`src/rtl/prog_loader_if.sv`:
```
// Byte-stream handshake feeding the instruction-memory loader.
// The source drives valid/data; the loader answers with ready.
interface prog_loader_if;
    logic       byte_valid;
    logic [7:0] byte_data;
    logic       byte_ready;

    modport master (output byte_valid, output byte_data, input byte_ready);
    modport slave  (input byte_valid, input byte_data, output byte_ready);
endinterface

```
`src/rtl/prog_loader.sv`:
```
// Packs a little-endian byte stream into instruction words, writes them into the IM,
// then pulses the PC reset and holds the run enable.
module prog_loader #(
    parameter int WORD_WIDTH = 32,
    parameter int CNT_SIZE   = 7,
    parameter int RST_CYCLES = 1
) (
    input  logic                  clk,
    input  logic                  rst,
    input  logic                  start,
    input  logic                  abort,
    input  logic [CNT_SIZE-1:0]   num_words,
    prog_loader_if.slave          bs,
    output logic                  ld_en,
    output logic [WORD_WIDTH-1:0] Load_data,
    output logic                  rst_counter,
    output logic                  rd_en,
    output logic [CNT_SIZE-1:0]   load_cnt,
    output logic                  done
);
    localparam int BYTES = WORD_WIDTH / 8;
    localparam int IDX_W = (BYTES > 1) ? $clog2(BYTES) : 1;
    localparam int RC_W  = (RST_CYCLES > 1) ? $clog2(RST_CYCLES) : 1;

    typedef enum logic [2:0] {IDLE, ASSEMBLE, WRITE, PC_RST, RUN} state_t;

    state_t                state, state_nxt;
    logic [IDX_W-1:0]      byte_idx;
    logic [WORD_WIDTH-1:0] word_q, word_nxt;
    logic [CNT_SIZE-1:0]   num_q, cnt_inc;
    logic [RC_W-1:0]       rst_cnt;
    logic                  accept, last_byte, rst_last;
    logic                  ld_en_d, rd_en_d, rst_counter_d, byte_ready_d;

    // byte_ready is a flop that mirrors ASSEMBLE, so this is a pure handshake qualifier
    assign accept    = bs.byte_valid & bs.byte_ready & ~abort;
    assign last_byte = (byte_idx == IDX_W'(BYTES - 1));
    assign rst_last  = (rst_cnt == RC_W'(RST_CYCLES - 1));
    assign cnt_inc   = load_cnt + 1'b1;

    always_comb begin
        word_nxt = word_q;
        word_nxt[{byte_idx, 3'b000} +: 8] = bs.byte_data;
    end

    always_ff @(posedge clk or negedge rst) begin
        if (!rst) state <= IDLE;
        else      state <= state_nxt;
    end

    always_comb begin
        state_nxt = state;
        case (state)
            IDLE:     if (start) state_nxt = (num_words == '0) ? PC_RST : ASSEMBLE;
            ASSEMBLE: if (accept && last_byte) state_nxt = WRITE;
            WRITE:    state_nxt = (cnt_inc == num_q) ? PC_RST : ASSEMBLE;
            PC_RST:   if (rst_last) state_nxt = RUN;
            RUN:      if (start) state_nxt = (num_words == '0) ? PC_RST : ASSEMBLE;
            default:  state_nxt = IDLE;
        endcase
        if (abort) state_nxt = IDLE;
    end

    // Strobes are decoded from the upcoming state so every output leaves a flop
    always_comb begin
        ld_en_d       = (state_nxt == WRITE);
        rd_en_d       = (state_nxt == RUN);
        byte_ready_d  = (state_nxt == ASSEMBLE);
        rst_counter_d = (state_nxt == IDLE) || (state_nxt == PC_RST);
    end

    always_ff @(posedge clk or negedge rst) begin
        if (!rst) begin
            ld_en         <= 1'b0;
            rd_en         <= 1'b0;
            done          <= 1'b0;
            bs.byte_ready <= 1'b0;
            rst_counter   <= 1'b1;
        end else begin
            ld_en         <= ld_en_d;
            rd_en         <= rd_en_d;
            done          <= rd_en_d;
            bs.byte_ready <= byte_ready_d;
            rst_counter   <= rst_counter_d;
        end
    end

    always_ff @(posedge clk or negedge rst) begin
        if (!rst) begin
            byte_idx  <= '0;
            word_q    <= '0;
            load_cnt  <= '0;
            num_q     <= '0;
            rst_cnt   <= '0;
            Load_data <= '0;
        end else begin
            rst_cnt <= (state == PC_RST) ? rst_cnt + 1'b1 : '0;
            if (state_nxt == WRITE) Load_data <= word_nxt;
            if (abort) begin
                byte_idx <= '0;
                word_q   <= '0;
                load_cnt <= '0;
            end else begin
                case (state)
                    IDLE, RUN: if (start) begin
                        num_q    <= num_words;
                        load_cnt <= '0;
                        byte_idx <= '0;
                        word_q   <= '0;
                    end
                    ASSEMBLE: if (accept) begin
                        word_q   <= word_nxt;
                        byte_idx <= last_byte ? '0 : byte_idx + 1'b1;
                    end
                    WRITE: begin
                        load_cnt <= cnt_inc;
                        byte_idx <= '0;
                    end
                    default: ;
                endcase
            end
        end
    end
endmodule

```
`src/flat_wrapper.sv`:
```
// flat-port wrapper written by rule: the top's interface ports become plain ports
module prog_loader_flat 
#(
    parameter int WORD_WIDTH = 32,
    parameter int CNT_SIZE   = 7,
    parameter int RST_CYCLES = 1
)
  (clk, rst, start, abort, num_words, ld_en, Load_data, rst_counter, rd_en, load_cnt, done, bs_byte_valid, bs_byte_data, bs_byte_ready);
  prog_loader_if bs_i ();
  input  logic clk;
  input  logic rst;
  input  logic start;
  input  logic abort;
  input  logic [CNT_SIZE-1:0] num_words;
  output logic ld_en;
  output logic [WORD_WIDTH-1:0] Load_data;
  output logic rst_counter;
  output logic rd_en;
  output logic [CNT_SIZE-1:0] load_cnt;
  output logic done;
  input wire logic [$bits(bs_i.byte_valid)-1:0] bs_byte_valid;
  input wire logic [$bits(bs_i.byte_data)-1:0] bs_byte_data;
  output wire logic [$bits(bs_i.byte_ready)-1:0] bs_byte_ready;
  assign bs_i.byte_valid = bs_byte_valid;
  assign bs_i.byte_data = bs_byte_data;
  assign bs_byte_ready = bs_i.byte_ready;
  prog_loader #(.WORD_WIDTH(WORD_WIDTH), .CNT_SIZE(CNT_SIZE), .RST_CYCLES(RST_CYCLES)) u_core (.clk(clk), .rst(rst), .start(start), .abort(abort), .num_words(num_words), .bs(bs_i), .ld_en(ld_en), .Load_data(Load_data), .rst_counter(rst_counter), .rd_en(rd_en), .load_cnt(load_cnt), .done(done));
endmodule
```
`config.mk`:
```
export PLATFORM = sky130hd
export DESIGN_NAME = prog_loader_flat
export DESIGN_NICKNAME = d
export VERILOG_FILES = /design/src/rtl/prog_loader_if.sv /design/src/rtl/prog_loader.sv /design/src/flat_wrapper.sv
export SDC_FILE = /design/constraint.sdc
export NUM_CORES = 1
export LEC_CHECK = 0
export CAP_MARGIN = 20
export CORE_MARGIN = 5
export CORE_UTILIZATION = 49
export CTS_CLUSTER_DIAMETER = 80
export DETAILED_ROUTE_END_ITERATION = 10
export PLACE_DENSITY = 0.74
export SLEW_MARGIN = 40
export SYNTH_ARGS = -nofsm -noshare
export SYNTH_HDL_FRONTEND = slang
export SYNTH_SLANG_ARGS = --single-unit
```
`constraint.sdc`:
```
create_clock -name clk -period 1.8 [get_ports clk]
set_input_delay 0.45 -clock clk [delete_from_list [all_inputs] [get_ports clk]]
set_output_delay 0.45 -clock clk [all_outputs]
set_load 0.005 [all_outputs]
```
# == Word level (Yosys, flattened, before mapping) ==
# Index checks and enable logic that the tools add are counted.
# word_totals
reg_bits,88
# classes
eq_ne,12
add_sub_neg,4
n_reduce_logical,13
bitwise_logic,3
mux,21
shifts,2
# op_table
op,n
$mux W32,3
$pmux W32 S2,1
$bwmux W32,1
$shift A8 B7 Y32 const A,1
$shiftx A8 B7 Y32,1
$mux W7,2
$pmux W7 S2,1
$eq A3 B2 Y1 const B,4
$mux W2,6
$mux W3,4
$pmux W3 S4,1
$reduce_and A3 Y1,3
$add A7 B1 Y7 const B,1
$eq A7 B7 Y1,1
$logic_not A7 Y1,1
$neg A5 Y7,1
$eq A3 B1 Y1 const B,2
$eq A3 B3 Y1 const B,2
$logic_not A3 Y1,2
$pmux W2 S3,1
$reduce_bool A3 Y1,2
$reduce_bool A4 Y1,1
$ne A3 B1 Y1 const B,1
$ne A3 B2 Y1 const B,1
other kinds (10),11

# == Logic depth before layout (Yosys ltp) ==
# depth
word_depth,8
depth_mapped,7
mapped_depth_nobuf,6

# == Least setup slack after synthesis ==
# OpenSTA, ideal clock, no wires.
# synth_timing
kind,reg2reg
startpoint,reg u_core.byte_idx[0]
endpoint,reg u_core.word_q[0]
slack_ps,-143
path_stages_with_launch,8
synth_period_minus_slack_ps,1943
n_path_buf,2
setup_time_ps,121
t_arrival_ps,1822
path_cell_list,dfrtp_1 > inv_2 > ha_1 > and4bb_2 > buf_2 > and3_1 > buf_2 > a22o_1
# synth_between
elab_chain_len,6
elab_cells_between_ends,7
classes_between,add/sub (1); shift (2); mux (4)
# synth_rtl
item,line,rtl
start: declaration,prog_loader.sv:28,logic [IDX_W-1:0] byte_idx;
start signal: assignment,prog_loader.sv:113,byte_idx <= last_byte ? '0 : byte_idx + 1'b1;
$neg A5 Y7 (*),prog_loader.sv:43,"word_nxt[{byte_idx, 3'b000} +: 8] = bs.byte_data;"
$shiftx A8 B7 Y32 or $shift A8 B7 Y32 (tied branches),prog_loader.sv:43,
$bwmux W32 (*),prog_loader.sv:43,
$mux W32 (*),prog_loader.sv:111,ASSEMBLE: if (accept) begin
$pmux W32 S2 (*),prog_loader.sv:104,case (state)
$mux W32 (*),prog_loader.sv:99,if (abort) begin
end signal: assignment,prog_loader.sv:112,word_q <= word_nxt;
end: declaration,prog_loader.sv:29,"logic [WORD_WIDTH-1:0] word_q, word_nxt;"
# Mark *: on every way between the ends. The rest lies on a longest branch, timed or not. The select of a mux whose other input is x is not followed.
# A chain may end at the register's enable or synchronous reset.

# == Final worst setup path ==
# layout_timing
startpoint,reg u_core.load_cnt[6]
endpoint,out load_cnt[6]
# layout_rtl
item,line,rtl
start: declaration,prog_loader.sv:18,"output logic [CNT_SIZE-1:0] load_cnt,"
start signal: assignment,prog_loader.sv:116,load_cnt <= cnt_inc;
end: declaration,flat_wrapper.sv:19,output logic [CNT_SIZE-1:0] load_cnt;
# No word-level cell between the ends.

==> results.yml <==
layout:
  multi_input_area_um2: 1890
  final_area_um2: 5370
  fillers: 724
  drive_above_1_share: 0.189
  layout.nets: 509
  area_growth_pct: 26.8
  fin_cells: 595
  regArea_um2: 2210
  num_antenna_cells: 0
synthesis:
  yosys_warnings: 0
  synth.distinct_cells: 52
  synth_nets: 429
  async_reset_ff_frac: 1.00
  synthCells: 402
  avgSynthCellArea_um2: 10.5
  dominantRegCellSynth: "dfrtp_1"
  synth_edf_count: 0
  yosysSeqAreaShare: 0.520
  ys_ff_latch: 88
  synth_area_um2: 4240
worst_setup_path:
  crit_chain: "clkdlybuf4s50_1"
  max_stage_delay_ns: 0.53
  end_kind: "output port"
  critical_path_class: "reg -> out"
  slowest_stage: "clkdlybuf4s50_1"
  critPathArrivalTime_ns: 1.29
  worstReg2RegEnd: "u_core.word_q[4]"
  path_max_fanout: 4
  crit_required_ns: 1.35
  regToRegStartpoint: "u_core.byte_idx[1]"
  ff2ff_path_depth: 5
  start_kind: "flip-flop"
  reg2reg_slack_ns: 0.08
  path_buf_inv: 1
  crit_family: "buffers and inverters"
grt:
  grt_pass1_wl_um: 15900
  grtUsageTotal: 0.189
  grt_overflow: 0
  grt_max_degree: 89
  grt_pass1_vias: 3241
  antenna_found_initial: 0
pwr:
  p_total_w: 0.00364
  p_leak_nw: 2.38
  p_clk_frac: 0.331
  intPower_w: 0.00269
  switching_power_w: 0.000945
  power_density_nw_per_um2: 677
  ir_drop_v: 0.000407
  switching_share: 0.260
  comb_power_share: 0.106
  sequentialPowerShare: 0.562
die:
  die_w_um: 103
  coreArea_um2: 8590
  pin_count: 64
  die_h_um: 103
  start_util: 0.493
  die_area_um2: 10600
  core.rowCount: 34
placed_design:
  gp_congestion: 0.781
  placedCellCount: 574
  dp_hpwl_um: 6600
  placed_area_um2: 5130
  portBuffers: 63
route:
  drt_first_iter_violations: 206
  drtPass1Iterations: 4
  drtAntennaViolNets: 0
  drc: 0
  routed_wirelength_um: 9520
  vias_per_cell: 5.57
  vias: 3313
  wl_per_cell_um: 16.0
timing:
  max_freq_mhz: 575
  fin_crit_sh: 0.967
  setup_viol: 0
  min_period_ns: 1.74
  finalHoldWorstSlack_ns: 0.0814
  hold_viol_final: 0
  relSlewSlack: 0.676
  rsz0062_at_grt: "false"
  worst_pin_slew_ns: 0.485
  report.final.slew_viol_count: 0
  worst_clock_skew_ns: 0.0102
cts:
  numClockSinks: 88
  clockBufferDepth: 2
  clkTransAtPathRegs_ns: 0.09
  clk_latency_ns: 0.35
  cts_inserted_buffers: 9
  ctsHtreeMaxLevel: 3
  cts_tree: "yes"
  cts_root_buf: "clkbuf_8"
worst_hold_path:
  hold_class: "in -> async"
job:
  cap_viol_max_count: 0
status:
  outcome: "completed"
[flip-flops by register name, indices dropped and copies added (netlist names)]
signal / cells
u_core.bs.byte_ready: 1
u_core.ld_en: 1
u_core.rst_counter: 1
u_core.byte_idx: 2
u_core.word_q: 32
u_core.rst_cnt: 1
u_core.Load_data: 32
u_core.state: 3
u_core.rd_en: 1
u_core.load_cnt: 7
u_core.num_q: 7
[worst max-delay path by stage]
| stage | slack, ns | end | cells after the start | from |
|---|---|---|---|---|
| after CTS | 0.02 | bs_byte_ready | 1 | u_core.bs.byte_ready |
| after detailed placement | -0.26 | u_core.load_cnt[2] | 4 | abort |
| after global placement | -0.21 | u_core.load_cnt[6] | 5 | abort |
| final | 0.06 | load_cnt[6] | 1 | u_core.load_cnt[6] |
| after global routing | 0.007 | u_core.word_q[3] | 5 | u_core.byte_idx[1] |
| after floorplan | 0.0004 | u_core.word_q[0] | 7 | u_core.byte_idx[0] |
[per-layer routing]
layer,wire [µm],up-vias,share of wire,global-route usage
met5,0,-,0,0
met4,137,0,0.014,0.0647
met3,577,13,0.061,0.0345
met2,4530,109,0.48,0.301
met1,4280,1606,0.45,0.260
li1,-,1585,-,-
[power by group through the flow]
stage	clock (W)	sequential [W]	combinational, W
global placement	0	0.00209	0.000373
CTS	0.00124	0.00205	0.000387
finish	0.00121	0.00205	0.000387
detailed placement	0	0.00209	0.000382
floorplan	0	0.00208	0.000219
global route	0.00133	0.00205	0.000424
[logic make-up (layout without fill, tap and decap cells)]
family          count (synthesis)  after routing  synth area share
xor+xnor                       11             11            0.0227
compound gates                126            126             0.195
simple gates                  127            127             0.178
mux                             7              7            0.0186
flops                          88             88             0.520
fa+ha+maj                       7              7            0.0207
buf+inv                        36            121            0.0443
[metrics by stage]
| stage | worst slack, ns | utilization | setup TNS (ns) |
|---|---|---|---|
| floorplan | 0.000410 | - | 0 |
| global placement | -0.211 | 0.597 | -9.41 |
| detailed placement | -0.262 | 0.597 | -10.61 |
| CTS | 0.0180 | 0.619 | 0 |
| global route | 0.00667 | 0.625 | 0 |
| finish | 0.0597 | 0.625 | 0 |
[Yosys cell counts (2+ instances only)]
cell type,n,area (µm²)
ha_1,7,87.6
xor2_1,3,26.3
and4b_1,2,20.0
buf_6,2,22.5
nand4_1,2,12.5
and3_1,6,37.5
nor4_1,2,12.5
o21ai_0,8,40.0
o41ai_1,3,26.3
a21oi_4,4,65.1
and2_1,3,18.8
xnor2_1,8,70.1
nand2b_1,6,37.5
nand2_1,8,30.0
nor2_1,42,158
buf_2,15,75.1
buf_1,8,30.0
buf_4,5,37.5
a21oi_1,68,340
mux2_2,7,78.8
and4bb_2,2,25.0
a31oi_1,4,25.0
dfrtp_1,87,2180
inv_1,4,15.0
nand3_1,6,30.0
a22o_1,32,280
nor2b_1,33,206
[cell usage in the layout, fill, tap and decap left out, drive strengths merged, types with 2 or more instances in the layout]
cell,Yosys,final
nor2,43,43
nor3,3,3
buf,30,38
inv,5,5
dlygate4sd2,0,4
clkinvlp,0,5
mux2,7,7
a22o,32,32
and4b,3,3
and4bb,2,2
o41ai,3,3
nor4b,2,2
nand4,2,2
xor2,3,3
nor3b,2,2
clkbuf,1,10
nand2b,6,6
and2,3,3
a31oi,4,4
nand2,8,8
xnor2,8,8
and3,6,6
dfrtp,87,87
o21ai,9,9
a21oi,73,73
nor4,3,3
nor2b,33,33
nand3,6,6
ha,7,7
clkdlybuf4s50,0,58
[layout make-up]
cell class | instances | share of cell area
Timing Repair Buffer | 100 | 0.175
Clock buffer | 10 | 0.0238
Multi-Input combinational cell | 278 | 0.352
Tap cell | 108 | 0.0252
Sequential cell | 88 | 0.412
Clock inverter | 6 | 0.00862
Inverter | 5 | 0.00396
[what timing repair did]
| item | 4_1_cts | 5_1_grt |
|---|---|---|
| pin swaps | 1 | 4 |
| hold buffers | 0 | 0 |
| gates resized for setup | 9 | 5 |
| endpoints found under the setup margin | 8 | 26 |
| setup buffers | 1 | 4 |
Note: power is estimated with default switching activity, not from simulation.
==> RTL edit 1: new RTL, same flow settings <==
Put one more register stage on the output `load_cnt`, with the module's reset. The value now appears one clock later. The other outputs are not delayed to match.
--- a/src/rtl/prog_loader.sv
+++ b/src/rtl/prog_loader.sv
@@ -24,6 +24,8 @@
 
     typedef enum logic [2:0] {IDLE, ASSEMBLE, WRITE, PC_RST, RUN} state_t;
 
+    logic [CNT_SIZE-1:0] load_cnt_s0;
+
     state_t                state, state_nxt;
     logic [IDX_W-1:0]      byte_idx;
     logic [WORD_WIDTH-1:0] word_q, word_nxt;
@@ -36,7 +38,7 @@
     assign accept    = bs.byte_valid & bs.byte_ready & ~abort;
     assign last_byte = (byte_idx == IDX_W'(BYTES - 1));
     assign rst_last  = (rst_cnt == RC_W'(RST_CYCLES - 1));
-    assign cnt_inc   = load_cnt + 1'b1;
+    assign cnt_inc   = load_cnt_s0 + 1'b1;
 
     always_comb begin
         word_nxt = word_q;
@@ -89,7 +91,7 @@
         if (!rst) begin
             byte_idx  <= '0;
             word_q    <= '0;
-            load_cnt  <= '0;
+            load_cnt_s0 <= '0;
             num_q     <= '0;
             rst_cnt   <= '0;
             Load_data <= '0;
@@ -99,12 +101,12 @@
             if (abort) begin
                 byte_idx <= '0;
                 word_q   <= '0;
-                load_cnt <= '0;
+                load_cnt_s0 <= '0;
             end else begin
                 case (state)
                     IDLE, RUN: if (start) begin
                         num_q    <= num_words;
-                        load_cnt <= '0;
+                        load_cnt_s0 <= '0;
                         byte_idx <= '0;
                         word_q   <= '0;
                     end
@@ -113,7 +115,7 @@
                         byte_idx <= last_byte ? '0 : byte_idx + 1'b1;
                     end
                     WRITE: begin
-                        load_cnt <= cnt_inc;
+                        load_cnt_s0 <= cnt_inc;
                         byte_idx <= '0;
                     end
                     default: ;
@@ -121,5 +123,13 @@
             end
         end
     end
+    always_ff @(posedge clk or negedge rst) begin
+        if (!rst) begin
+            load_cnt <= '0;
+        end else begin
+            load_cnt <= load_cnt_s0;
+        end
+    end
+
 endmodule
 
Formal check against the unedited RTL: not equivalent (Yosys sat finds a counterexample within 10 cycles, from zero or initial values and one cycle with rst low).
==> RTL edit 1 against the original RTL <==
- cell area rose by 4.4%
- combinational power is 5% lower
- cell count increased by 1.2%
- critical path depth rose by 6
- sequential cell count rose by 7
- synthesized area rose by 1.5%
- wire length up 6.1%
- sequential share of layout area grew 1.3 points
- utilization up 2.5 points
- power is 5.5% higher
- highest routed layer unchanged
- setup slack better by 14 ps
- global-route usage rose by 0.067 points
==> RTL edit 1: results (changes against the original RTL) <==
* Status: completed
* R2R cell count at 7 (+2)
* Clock buf count at 11 (+1)
* WL met3 at 489 µm (-15%)
* Footprint of the multi-input gates at 1890 µm² (-0.13%)
* CP top delay family: flip-flops
* RD Place Congestion at 0.834 (+6.9%)
* Clock network share of area at 0.0310 (-0.00138)
* Leakage power at 2.51 nW (+5.2%)
* CP max FO at 8 (+4)
* Met1 global-route usage at 0.279 (+0.0190)
* Grt met2 use at 0.276 (-0.0250)
* Wire length of the first global-routing pass at 16,600 µm (+4.6%)
* Clk_skew at 14.9 ps (+4.63 ps)
* Worst Setup EP: u_core.Load_data[9]
* Most common library cells after synthesis: dfrtp_1, a21oi_1, nor2_1
* HPWL after detailed placement at 7210 µm (+9.2%)
* Core ar. at 8640 µm² (+0.50%)
* Multi-input combinational area share at 0.337 (-0.0154)
* Cells after synthesis at 395 (-1.7%)
* Synth cell types at 42 (-19%)
* Count of multi-input gates at 272 (-2.2%)
* Reg2reg start: u_core.byte_idx[0]
* Tot Pwr at 3.84 mW (+5.5%)
* Vias in the first global route at 3,186 (-1.7%)
* Combinational cell power at 0.368 mW (-5%)
* Fraction of layout cells with a size suffix above 1 at 0.176 (-0.0128)
* Post-Place Worst Slack at -363 ps (-100 ps)
* XOR/XNOR Fraction of Synth Area at 0.0265 (+0.00373)
* WL per Instance at 16.8 µm (+4.9%)
* Maximum vdd drop at 403 µV (-0.87%)
* Post-layout min period at 1730 ps (-13.8 ps)
* Worst-margin pin slew at 506 ps (+20.7 ps)
* Initial drt markers at 188 (-8.7%)
* Buffering overhead at 0.180 (+0.00549)
* Sequential share of the synthesized area at 0.553 (+0.0330)
* Layout Nets at 516 (+1.4%)
* Gr usage total at 0.189 (+0.000666)
* Skew-Pair Late Insertion Delay at 370 ps (+20 ps)
* Critical path startpoint: u_core.byte_idx[0]
* Post-synthesis register bit count at 95 (+8.0%)
* Synth Area in Adders at 0.0204 (-0.000307)
==> RTL edit 1: changes by cell type in the layout (fill, tap and decap cells not counted), moves of 7 or more <==
cell and delta:
mux2_1 +7, o21ai_1 +7, o21ai_0 -7, dfrtp_1 +12, mux2_2 -7
==> RTL edit 1: what timing repair did <==
action | 4_1_cts | 5_1_grt
pin swaps | 0 | 2
setup buffers | 1 | 2
gates resized for setup | 8 | 8
setup endpoints to repair | 19 | 51
cloned | 0 | 1
endpoints found under the hold margin | 0 | 0
==> RTL edit 1: worst min path at each step <==
stage	startpoint	end	slack (ps)	cells after the start
final	rst	u_core.num_q[3]	20	1
after global routing	rst	u_core.load_cnt_s0[6]	50	1
after CTS	rst	u_core.load_cnt_s0[5]	20	1
after detailed placement	rst	u_core.load_cnt[4]	430	1
after global placement	rst	u_core.load_cnt[4]	420	1
after floorplan	rst	u_core.Load_data[0]	150	0
==> RTL edit 2: new RTL, same flow settings <==
Made on the original files. `WORD_WIDTH` is set to 32 in 2 places; all go to 128.
--- a/src/rtl/prog_loader.sv
+++ b/src/rtl/prog_loader.sv
@@ -1,7 +1,7 @@
 // Packs a little-endian byte stream into instruction words, writes them into the IM,
 // then pulses the PC reset and holds the run enable.
 module prog_loader #(
-    parameter int WORD_WIDTH = 32,
+    parameter int WORD_WIDTH = 128,
     parameter int CNT_SIZE   = 7,
     parameter int RST_CYCLES = 1
 ) (
--- a/src/flat_wrapper.sv
+++ b/src/flat_wrapper.sv
@@ -1,7 +1,7 @@
 // flat-port wrapper written by rule: the top's interface ports become plain ports
 module prog_loader_flat 
 #(
-    parameter int WORD_WIDTH = 32,
+    parameter int WORD_WIDTH = 128,
     parameter int CNT_SIZE   = 7,
     parameter int RST_CYCLES = 1
 )
Interface: changed (resized Load_data); port bits go from 64 to 160. The function was not compared with the original's and may differ.
==> RTL edit 2 against the original RTL <==
- the flow now finishes with violations (negative setup slack)
- power rose to 4.0 times the old value
- setup slack got worse by 400 ps
- synthesized area rose to 2.9 times the old value
- cell area rose to 3.3 times the old value
- sequential power rose to 3.1 times the old value
- count of clock-buffer cells in the layout rose by 33
- register-to-register slack got worse by 420 ps
- critical path depth rose by 7
- sequential cell count rose by 194
- hold slack improved by 320 ps
- wire length rose to 4.0 times the old value
- clock power rose to 5.8 times the old value
- combinational power rose to 2.9 times the old value
- critical endpoint is now u_core.Load_data[119]
- highest routed layer unchanged
==> RTL edit 2: results (changes against the original RTL) <==
* Status: complete, but fails checks
* Failing checks: negative setup slack
* Worst setup margin at -336 ps (-396 ps)
* Most common library cells after synthesis: dfrtp_1, nand2_1, o21ai_0
* WL per Instance at 21.6 µm (+35%)
* Vias in the first global route at 10,200 (+210%)
* Largest regs: u_core.Load_data (128), u_core.word_q (128)
* TNS Setup at -51,630 ps (-51,630 ps)
* Combinational cell power at 1.13 mW (+190%)
* HPWL after detailed placement at 22,800 µm (+250%)
* Synth Area per Inst at 11.1 µm² (+5.6%)
* Leakage power at 8.70 nW (+270%)
* # setup viols final at 252 (+252)
* Ys Warns at 0 (unchanged)
* Slowest CP cell: dfrtp_2
* Avg Vias per Cell at 5.80 (+4.1%)
* Detailed Routing Iterations Pass 1 at 5 (+1)
* Placed cells at 1,642 (+190%)
* Crit path arrival time at 2590 ps (+1300 ps)
* Initial drt markers at 997 (+380%)
* Root Buffer: clkbuf_16
* CP max FO at 48 (+44)
* Worst Setup EP: u_core.Load_data[119]
* Clock Power at 7.02 mW (+480%)
* CTS Buf Count at 30 (+21)
* Worst-margin pin slew at 442 ps (-43.6 ps)
* Fin cells at 1,766 (+200%)
* Gr usage total at 0.247 (+0.0582)
* Critical path startpoint: u_core.byte_idx[0]
* Post-DP Area at 15,300 µm² (+200%)
* Slowest stage delay, CP at 390 ps (-140 ps)
* Synth cell types at 69 (+33%)
* Wire length of the first global-routing pass at 57,000 µm (+260%)
* CTS Buffer Depth at 3 (+1)
* Maximum vdd drop at 629 µV (+55%)
* Sequential share of the synthesized area at 0.572 (+0.0524)
* Fraction of layout cells with a size suffix above 1 at 0.283 (+0.0945)
* Synth top area cells: dfrtp_1, mux2i_1, o21ai_0
* Syn nets at 1,133 (+160%)
* RD Place Congestion at 0.895 (+15%)
* Worst hold margin at 398 ps (+316 ps)
* Clk pin slew, worst setup/hold paths at 60 ps (-30 ps)
* Fillers at 1,690 (+130%)
-- RTL edit 2: cell families after synthesis --
group	after synthesis	share of synthesized area
compound gates	322	0.178
buf+inv	101	0.0372
flops	282	0.572
simple gates	277	0.109
xor+xnor	10	0.00710
fa+ha+maj	5	0.00507
mux	111	0.0908
-- RTL edit 2: area by class of cell --
class	instances	area (µm²)	area share
clock buffers	43	921	0.0516
clock inverters	13	234	0.0131
inverters	22	87.6	0.00491
multi-input cells	728	5770	0.323
flip-flops and latches	282	7060	0.396
well taps	330	413	0.0231
repair buffers	348	3360	0.188
-- RTL edit 2: layer usage --
metal  GRT usage  part of all wire
met1       0.350              0.42
met2       0.395              0.48
met3      0.0465             0.065
met4      0.0670             0.032
met5           0                 0
-- RTL edit 2: timing repair --
item                                    in CTS  in global routing
hold buffers                                 1                  0
endpoints found under the setup margin     391                266
cloned                                       6                  6
gates resized for setup                    252                104
setup buffers                               36                 21
hold endpoints to repair                    32                  0
pin swaps                                   15                 33
